==> src/rtl/wb_cmd_master.sv <==
// wb_cmd_master: single-outstanding Wishbone classic initiator driven by a valid/ready command stream
module wb_cmd_master #(
  parameter int C_TIMEOUT = 255,
  parameter int C_AW      = 32,
  parameter int C_DW      = 32
) (
  input  logic              wb_clk_i,
  input  logic              wb_rst_n_i,
  input  logic              cmd_valid_i,
  output logic              cmd_ready_o,
  input  logic              cmd_we_i,
  input  logic [C_AW-1:0]   cmd_adr_i,
  input  logic [C_DW-1:0]   cmd_dat_i,
  input  logic [C_DW/8-1:0] cmd_sel_i,
  output logic              rsp_valid_o,
  input  logic              rsp_ready_i,
  output logic [C_DW-1:0]   rsp_dat_o,
  output logic              rsp_err_o,
  output logic              rsp_timeout_o,
  output logic              wb_cyc_o,
  output logic              wb_stb_o,
  output logic              wb_we_o,
  output logic [C_DW/8-1:0] wb_sel_o,
  output logic [C_AW-1:0]   wb_adr_o,
  output logic [C_DW-1:0]   wb_dat_o,
  input  logic [C_DW-1:0]   wb_dat_i,
  input  logic              wb_ack_i,
  input  logic              wb_err_i
);
  typedef enum logic [1:0] {S_IDLE, S_BUS, S_RESP} state_t;
  state_t      r_state;
  logic [15:0] r_cnt;
  logic        w_to;
  logic        w_done;
  assign w_to   = (C_TIMEOUT != 0) && (r_cnt == 16'(C_TIMEOUT - 1));
  assign w_done = wb_err_i || wb_ack_i || w_to;
  always_ff @(posedge wb_clk_i or negedge wb_rst_n_i) begin
    if (!wb_rst_n_i) begin
      r_state       <= S_IDLE;
      r_cnt         <= '0;
      cmd_ready_o   <= 1'b1;
      rsp_valid_o   <= 1'b0;
      rsp_err_o     <= 1'b0;
      rsp_timeout_o <= 1'b0;
      rsp_dat_o     <= '0;
      wb_cyc_o      <= 1'b0;
      wb_stb_o      <= 1'b0;
      wb_we_o       <= 1'b0;
      wb_sel_o      <= '0;
      wb_adr_o      <= '0;
      wb_dat_o      <= '0;
    end else begin
      case (r_state)
        S_IDLE: if (cmd_valid_i) begin
          wb_cyc_o    <= 1'b1;
          wb_stb_o    <= 1'b1;
          wb_we_o     <= cmd_we_i;
          wb_adr_o    <= cmd_adr_i;
          wb_dat_o    <= cmd_dat_i;
          wb_sel_o    <= cmd_sel_i;
          r_cnt       <= '0;
          cmd_ready_o <= 1'b0;
          r_state     <= S_BUS;
        end
        S_BUS: if (w_done) begin
          // err outranks ack, ack outranks a timeout landing on the same edge
          wb_cyc_o      <= 1'b0;
          wb_stb_o      <= 1'b0;
          rsp_valid_o   <= 1'b1;
          rsp_err_o     <= wb_err_i || !wb_ack_i;
          rsp_timeout_o <= !wb_err_i && !wb_ack_i;
          rsp_dat_o     <= (!wb_err_i && wb_ack_i && !wb_we_o) ? wb_dat_i : '0;
          r_state       <= S_RESP;
        end else begin
          r_cnt <= r_cnt + 16'd1;
        end
        S_RESP: if (rsp_ready_i) begin
          rsp_valid_o   <= 1'b0;
          rsp_err_o     <= 1'b0;
          rsp_timeout_o <= 1'b0;
          cmd_ready_o   <= 1'b1;
          r_state       <= S_IDLE;
        end
        default: r_state <= S_IDLE;
      endcase
    end
  end
endmodule

==> config.mk <==
export PLATFORM = sky130hd
export DESIGN_NAME = wb_cmd_master
export DESIGN_NICKNAME = d
export VERILOG_FILES = /design/src/rtl/wb_cmd_master.sv
export SDC_FILE = /design/constraint.sdc
export NUM_CORES = 1
export LEC_CHECK = 0
export ABC_CLOCK_PERIOD_IN_PS = 3600
export CAP_MARGIN = 20
export CORE_MARGIN = 2
export CORE_UTILIZATION = 46
export DETAILED_ROUTE_END_ITERATION = 8
export GPL_TIMING_DRIVEN = 0
export PLACE_DENSITY = 0.9
export SLEW_MARGIN = 25
export SYNTH_ARGS = -nofsm -noshare
export SYNTH_HDL_FRONTEND = slang
export SYNTH_SLANG_ARGS = --single-unit
export TNS_END_PERCENT = 50
==> constraint.sdc <==
create_clock -name wb_clk_i -period 3.6 [get_ports wb_clk_i]
set_input_delay 0.9 -clock wb_clk_i [delete_from_list [all_inputs] [get_ports wb_clk_i]]
set_output_delay 0.9 -clock wb_clk_i [all_outputs]
set_load 0.02 [all_outputs]
Word level (Yosys, flattened, before mapping)
Cells that the tools add are included.
{"block": "totals", "reg_bits": 124, "inputBits": 107, "out_inout_bits": 107, "wordCells": 61}
{"block": "classes", "add_sub_neg": 1, "eq_ne": 7, "mux": 21, "reduce_logical": 20}
{"cell": "$mux W16", "count": 2}
{"cell": "$mux W32", "count": 1}
{"cell": "$pmux W16 S2", "count": 1}
{"cell": "$add A16 B1 Y16 const B", "count": 1}
{"cell": "$eq A16 B8 Y1 const B", "count": 1}
{"cell": "$reduce_and A3 Y1", "count": 5}
{"cell": "$pmux W1 S2", "count": 5}
{"cell": "$mux W1", "count": 8}
{"cell": "$ne A2 B2 Y1 const B", "count": 4}
{"cell": "$mux W2", "count": 3}
{"cell": "$pmux W2 S3", "count": 1}
{"cell": "$reduce_bool A2 Y1", "count": 3}
{"cell": "$reduce_and A2 Y1", "count": 2}
{"cell": "$logic_and A1 B1 Y1", "count": 3}
{"cell": "$logic_not A1 Y1", "count": 3}
{"cell": "$logic_or A1 B1 Y1", "count": 3}
{"cell": "$eq A2 B1 Y1 const B", "count": 1}
{"cell": "$eq A2 B2 Y1 const B", "count": 1}
{"cell": "$logic_not A2 Y1", "count": 1}

Depth between registers and ports, before layout
Gate-level depths: netlist of run 1.
{"block": "logic_depth", "ltp_word": 4, "ltp_mapped": 8, "depth_no_buf": 7}

Least setup slack after synthesis of run 1
No wires, ideal clock.
{"block": "synth_path", "path_type": "in2reg", "start": "input wb_ack_i", "end": "register r_cnt[12]", "setup_time_ps": 140, "arrival_time_ps": 1802, "required_time_ps": 3460, "path_slack_ps": 1659, "cell_stages": 4, "path_buffers": 0, "path_cell_list": "nor4b_4 > nand2_1 > o311ai_0 > o41ai_1"}
{"block": "synth_between", "elab_chain_len": 4}
{"item": "start, declared", "line": "27", "text": "input logic wb_ack_i,"}
{"item": "$logic_or A1 B1 Y1 (2 in a row)", "line": "36", "text": "assign w_done = wb_err_i || wb_ack_i || w_to;"}
{"item": "$ne A2 B2 Y1 (no line)"}
{"item": "$reduce_and A3 Y1 (no line)"}
{"item": "end signal, assigned", "line": "75", "text": "r_cnt <= r_cnt + 16'd1;"}
{"item": "end, declared", "line": "32", "text": "logic [15:0] r_cnt;"}
Every way passes these cells.
A chain may end at the register's enable or synchronous reset.

Final worst setup path of run 1
{"block": "layout_path", "start": "register wb_stb_o", "end": "output wb_stb_o"}
{"item": "start, declared", "line": "21", "text": "output logic wb_stb_o,"}
{"item": "start signal, assigned", "line": "47", "text": "wb_stb_o <= 1'b0;"}
{"item": "start signal, assigned", "line": "56", "text": "wb_stb_o <= 1'b1;"}
{"item": "start signal, assigned", "line": "68", "text": "wb_stb_o <= 1'b0;"}
No word-level cell between the ends.

==> impl_results.md, run 1 <==
- I/O Buffers: 213
- Status: finished, final reports clean
- Comb power frac: 0.428
- PwrDens: around 900 mW/mm^2
- Slowest CP cell: clkdlybuf4s50_1
- Area Overhead vs Synth: 59.3%
- Crit path kind: flop to output pin
- Clock slew at reported path FFs: 0.06 ns
- CORE AREA: between 0.01 and 0.015 sq mm
- CTS root buf: clkbuf_8
- Antenna cells: 0
- First DRT Iteration DRCs: 298
- Worst path depth: 2
- Final Hold Viols: 0
- Gr usage total: 0.264
- Crit path capture type: output pin
- Max Root-Sink Buffers: 2
- Net Sw Frac: 0.371
- I/O pins: 214
- Syn nets: 591
- Placed cell area: 0.00727 sq mm
- Yosys warning count: 0
- Finished layout cell area: 0.00787 sq mm
- Power Internal: between 4000 and 5000 uW
- Hold Path Class: input port to async pin
- Post-Syn Area: 0.00494 sq mm
- Min cycle time layout: 2.60 ns
- Fin. max-slew vios: 0
- Placed insts: 832
- Crit path to: wb_stb_o
- Yosys reg bits: around 120
- Die Area: 0.0116 sq mm
- Clk sinks: around 120
- Top FF cell, synth: dfrtp_1
- Final setup violation count: 0
- Max Cap Viol: 0
- Hold_buf cts: 0
- CP arrival: 1.70 ns
- Crit Reg-Reg Startpoint: r_cnt[0]$_DFFE_PN0P_
- RR Endpoint: rsp_dat_o[10]$_DFFE_PN0P_
- VDD IR max: roughly 0.00053 V
- Initial antenna violation count: 0
- Crit share post-route: 0.721
- Antenna-violating nets left: 0
- RSZ-0062 raised after global routing: false
- P_sw: 2620 uW
- Grt total ovfl: 0
- Max incr delay on CP: 0.64 ns
- Post-DR wirelength/cell: ~17 um
- Buf/Inv on CP: 2
- Finished Layout Cells: 864
- RePlAce Congestion: 0.875
- DP HPWL: 10.8 mm
- Clock latency on the worst-skew pair: roughly 0.51 ns
- Setup bufs post-CTS: 0
- Critical Path Start: wb_stb_o$_DFFE_PN0P_
- Post-synth EDFFs: 0
- Nets: 824
- Top cell type's share of synthesized area: 0.624
- Via Count: 4531
- Pleak: 0.00371 uW
- Max Freq: 385 MHz
- CP delay by family, top: buffers and inverters
- Vias in the first global route: 4698
- Chip width: roughly 110 um
- Overall power: 7050 uW
- Drt drc: 0
- Synthesized area per cell: 10.2 sq um
- Top cells by area, synth: dfrtp_1, nand2_1, a22o_1
- Crit path launch type: flop
- Worst Max-Slew Pin Slew: ~0.50 ns
- Register share of total power: 0.330
- H-tree Lvls: 4
- Reg2reg path depth: 8
- Sequential cell area fraction in the yosys report: 0.629
- CTS Buf Count: 17
- DIE HEIGHT: 108 um
- Global-route wire length before repair: roughly 23 mm
- Crit path cell chain: buf_4, clkdlybuf4s50_1
- Routed WL: 15.0 mm
- Fraction of registers with async set/reset: 1.00
- Clk pwr share: 0.242
- Reg2Reg Setup Slack: 1.73 ns
- Post-cts repair resize count: 0
- Relative slew slack: 0.664
- Yosys top cell by area: dfrtp_1
- Critical-path maximum fanout: 3
- Final Util: 0.758
- Share of post-route cells with drive strength above 1: 0.0673
- Vias per inst: 5.24
- Most common cell in the netlist: nand2_1
- Pin count of the biggest net entering global routing: between 70 and 80
- CTS tree: built
- Clock skew: 0.00762 ns
- Starting density of the core: 0.476
- Worst Path Required: 2.70 ns
- Drt pass-1 iters: 4
- Row cnt: 37
- Cell count after synthesis: 482
- Synth top cells by count: nand2_1, dfrtp_1, a22o_1
- Synth cell types: 42
[state kept, by name, summed over array words and instances (netlist names)]
register / count
wb_sel_o: 4
rsp_err_o: 1
wb_dat_o: 32
rsp_valid_o: 1
cmd_ready_o: 1
wb_stb_o: 1
wb_adr_o: 32
r_cnt: 16
rsp_dat_o: 32
wb_we_o: 1
r_state: 2
rsp_timeout_o: 1
[cell type report]
type	count	area, sq um
Clock inverter	13	166
Buffer	25	131
Multi-Input combinational cell	330	1690
Fill cell	677	2500
Inverter	3	11.3
Timing Repair Buffer	214	2160
Clock buffer	19	432
Sequential cell	124	3100
Tap cell	136	170
[how the worst min path moves through the flow]
stage | endpoint | from | cells after the start
after CTS | wb_adr_o[29]$_DFFE_PN0P_ | wb_rst_n_i | 1
after floorplan | r_cnt[15]$_DFFE_PN0P_ | r_cnt[15]$_DFFE_PN0P_ | 1
after detailed placement | cmd_ready_o$_DFFE_PN1P_ | cmd_ready_o$_DFFE_PN1P_ | 2
after global placement | cmd_ready_o$_DFFE_PN1P_ | cmd_ready_o$_DFFE_PN1P_ | 2
after global routing | wb_dat_o[24]$_DFFE_PN0P_ | wb_rst_n_i | 1
final | wb_dat_o[24]$_DFFE_PN0P_ | wb_rst_n_i | 1
[cells by family (layout without fill, tap and decap cells)]
kind of cell    after synthesis  in the layout  synth area share
compound gates               63             63             0.105
fa+ha+maj                     2              2           0.00507
buf+inv                      28            274            0.0289
flops                       124            124             0.629
mux                           2              2           0.00406
simple gates                263            263             0.228
[through the flow]
stage | TNS, ns | setup slack (ns) | hold WS (ns)
after floorplan | 0 | 1.66 | 0.445
after global placement | -360.82 | -2.93 | 0.448
after detailed placement | 0 | 0.868 | 0.456
after CTS | 0 | 0.978 | 0.325
after global routing | 0 | 0.963 | 0.335
final | 0 | 1.00 | 0.317
[cell usage in the layout, fill, tap and decap left out, types with 3 or more instances in the layout]
master	synthesis	layout
nand3_1	8	8
a211o_1	3	3
and3_1	4	4
o31ai_1	6	6
dfrtp_1	123	123
clkinvlp_4	0	3
nand2_1	221	221
buf_6	4	5
clkinv_4	0	4
clkbuf_16	0	16
inv_1	3	3
bufinv_16	0	3
clkdlybuf4s50_1	0	212
nand4_1	4	4
o211ai_1	7	7
a22o_1	32	32
and4_1	5	5
clkbuf_1	19	20
nor3_1	4	4
nor2_1	3	3
[layer usage]
layer  routed length (um)  GRT usage
met5                    0          0
met4                  235      0.102
met3                 1290     0.0908
met2                 7680      0.456
met1                 5820      0.300
[power by group through the flow]
| stage | Clock [uW] | Sequential, uW | Combinational, uW |
|---|---|---|---|
| after detailed placement | 0 | 2330 | 3010 |
| after global placement | 0 | 2290 | 2930 |
| after CTS | 1730 | 2320 | 3040 |
| final | 1710 | 2330 | 3020 |
| after floorplan | 0 | 2960 | 776 |
| after global routing | 1790 | 2390 | 3220 |
[worst reg2reg max path, cell delays in order, from the launching register on]
cell     delay (ns)
dfrtp_1        0.38
inv_1          0.08
ha_1           0.19
and4b_1        0.18
and4_1         0.18
buf_6          0.14
o21ai_4        0.28
buf_6          0.20
a22o_1         0.17
Power figures use the tool's default switching activity.
==> run 2: changes to the inputs <==
--- a/config.mk
+++ b/config.mk
@@ -5,13 +5,13 @@
 export SDC_FILE = /design/constraint.sdc
 export NUM_CORES = 1
 export LEC_CHECK = 0
-export ABC_CLOCK_PERIOD_IN_PS = 3600
+export ABC_CLOCK_PERIOD_IN_PS = 2550
 export CAP_MARGIN = 20
 export CORE_MARGIN = 2
-export CORE_UTILIZATION = 46
+export CORE_UTILIZATION = 42
 export DETAILED_ROUTE_END_ITERATION = 8
 export GPL_TIMING_DRIVEN = 0
-export PLACE_DENSITY = 0.9
+export PLACE_DENSITY = 0.84
 export SLEW_MARGIN = 25
 export SYNTH_ARGS = -nofsm -noshare
 export SYNTH_HDL_FRONTEND = slang
==> constraint.sdc (replaced) <==
create_clock -name wb_clk_i -period 2.55 [get_ports wb_clk_i]
set_input_delay 0.6375 -clock wb_clk_i [delete_from_list [all_inputs] [get_ports wb_clk_i]]
set_output_delay 0.6375 -clock wb_clk_i [all_outputs]
set_load 0.02 [all_outputs]
==> impl_results.md, run 2 (synthesized netlist as in run 1, its figures left out) <==
- Drt drc: 0
- Grt total ovfl: 0
- Crit share post-route: 0.854
- Relative slew slack: 0.636
- RePlAce Congestion: 0.919
- Crit path cell chain: clkdlybuf4s50_1
- Vias in the first global route: 4660
- Global-route wire length before repair: 23.4 mm
- Buf/Inv on CP: 1
- Row cnt: 39
- Nets: approximately 800
- Crit path to: cmd_ready_o
- Setup TNS: 0 ns
- Fin worst setup slack: 0.373 ns
- Via Count: 4386
- Vias per inst: 5.04
- Clock latency on the worst-skew pair: 0.41 ns
- CTS tree: built
- Max incr delay on CP: 0.60 ns
- RSZ-0062 raised after global routing: false
- Die Area: 0.0126 sq mm
- Max Cap Viol: 0
- Final setup violation count: 0
- Crit path kind: flop to output pin
- Crit path launch type: flop
- Reg2reg path depth: 6
- Pleak: 0.00371 uW
- Initial antenna violation count: 0
- Reg2Reg Setup Slack: 0.64 ns
- Min cycle time layout: about 2.2 ns
- Crit Reg-Reg Startpoint: r_state[1]$_DFFE_PN0P_
- Crit path capture type: output pin
- Fin. max-slew vios: 0
- Setup bufs post-CTS: 0
- Post-cts repair resize count: 0
- First DRT Iteration DRCs: 211
- Post-DR wirelength/cell: roughly 16 um
- Gr usage total: 0.237
- Slowest CP cell: clkdlybuf4s50_1
- CP arrival: 1.54 ns
- VDD IR max: 0.000847 V
- Clock slew at reported path FFs: 0.05 ns
- CTS root buf: clkbuf_16
- Chip width: 112 um
- Worst Max-Slew Pin Slew: between 0.5 and 0.6 ns
- PwrDens: 1260 mW/mm^2
- DIE HEIGHT: 112 um
- Worst Path Required: 1.91 ns
- Max Freq: 459 MHz
- Dpl ws: 0.104 ns
- Pin count of the biggest net entering global routing: ~90
- Critical Path Start: cmd_ready_o$_DFFE_PN1P_
- Antenna-violating nets left: 0
- Share of post-route cells with drive strength above 1: 0.0646
- Drt pass-1 iters: 4
- CP delay by family, top: buffers and inverters
- Status: finished, final reports clean
- Antenna cells: 0
- Area Overhead vs Synth: 59.7%
- Starting density of the core: 0.430
- Overall power: 9920 uW
- CORE AREA: 0.0115 sq mm
- Critical-path maximum fanout: 2
- I/O pins: between 200 and 250
- Clk sinks: 124
- Routed WL: about 14 mm
- Clock skew: 0.00585 ns
- Commonest non-fill, non-tap cells in the layout: nand2_1, clkdlybuf4s50_1, dfrtp_1
- Hold Path Class: input port to async pin
- Final Hold Viols: 0
- CTS Buf Count: 17
- I/O Buffers: 213
- RR Endpoint: wb_adr_o[26]$_DFFE_PN0P_
- H-tree Lvls: 4
- Top Registers: rsp_dat_o (32), wb_adr_o (32), wb_dat_o (32)
- DP HPWL: 10.5 mm
- Hold_buf cts: 0
- Max Root-Sink Buffers: 2
- Most common cell after layout, fill and taps aside: nand2_1
- Worst path depth: 1
[run 2: where the power goes]
group	leakage (uW)	internal [uW]	switching (uW)
sequential	0.00159	2780	502
combinational	0.00183	1960	2260
clock	0.000286	1590	831
[run 2: layout make-up]
type,instances,area (sq um)
sequential,124,3100
tap,143,179
clock buffer,22,464
inverter,3,11.3
buffer,25,131
fill,857,3580
clock inverter,10,140
timing repair buffer,214,2160
multi-input combinational,330,1690
[run 2: per-layer routing]
layer | track usage | part of all wire | vias up
met3 | 0.0907 | 0.089 | 38
met2 | 0.392 | 0.48 | 202
met1 | 0.272 | 0.39 | 2057
li1 | - | - | 2089
met4 | 0.115 | 0.037 | 0
met5 | 0 | 0 | -
[run 2: through the flow]
step,utilization,instances,hold WS [ns],area (sq um)
finish,0.688,871,0.0907,7880
floorplan,-,482,0.342,4940
global placement,0.632,838,0.450,7250
CTS,0.688,871,0.0860,7880
global route,0.688,871,0.103,7880
detailed placement,0.635,839,0.461,7280
[run 2: worst min path at each step]
| stage | startpoint | endpoint | slack, ns |
|---|---|---|---|
| 6_report | wb_rst_n_i | rsp_dat_o[14]$_DFFE_PN0P_ | 0.09 |
| 5_1_grt | wb_rst_n_i | rsp_dat_o[14]$_DFFE_PN0P_ | 0.10 |
| 4_1_cts | wb_rst_n_i | rsp_dat_o[14]$_DFFE_PN0P_ | 0.09 |
| 3_5_place_dp | wb_dat_o[19]$_DFFE_PN0P_ | wb_dat_o[19]$_DFFE_PN0P_ | 0.46 |
| 3_3_place_gp | cmd_ready_o$_DFFE_PN1P_ | cmd_ready_o$_DFFE_PN1P_ | 0.45 |
| 2_1_floorplan | wb_rst_n_i | r_cnt[0]$_DFFE_PN0P_ | 0.34 |
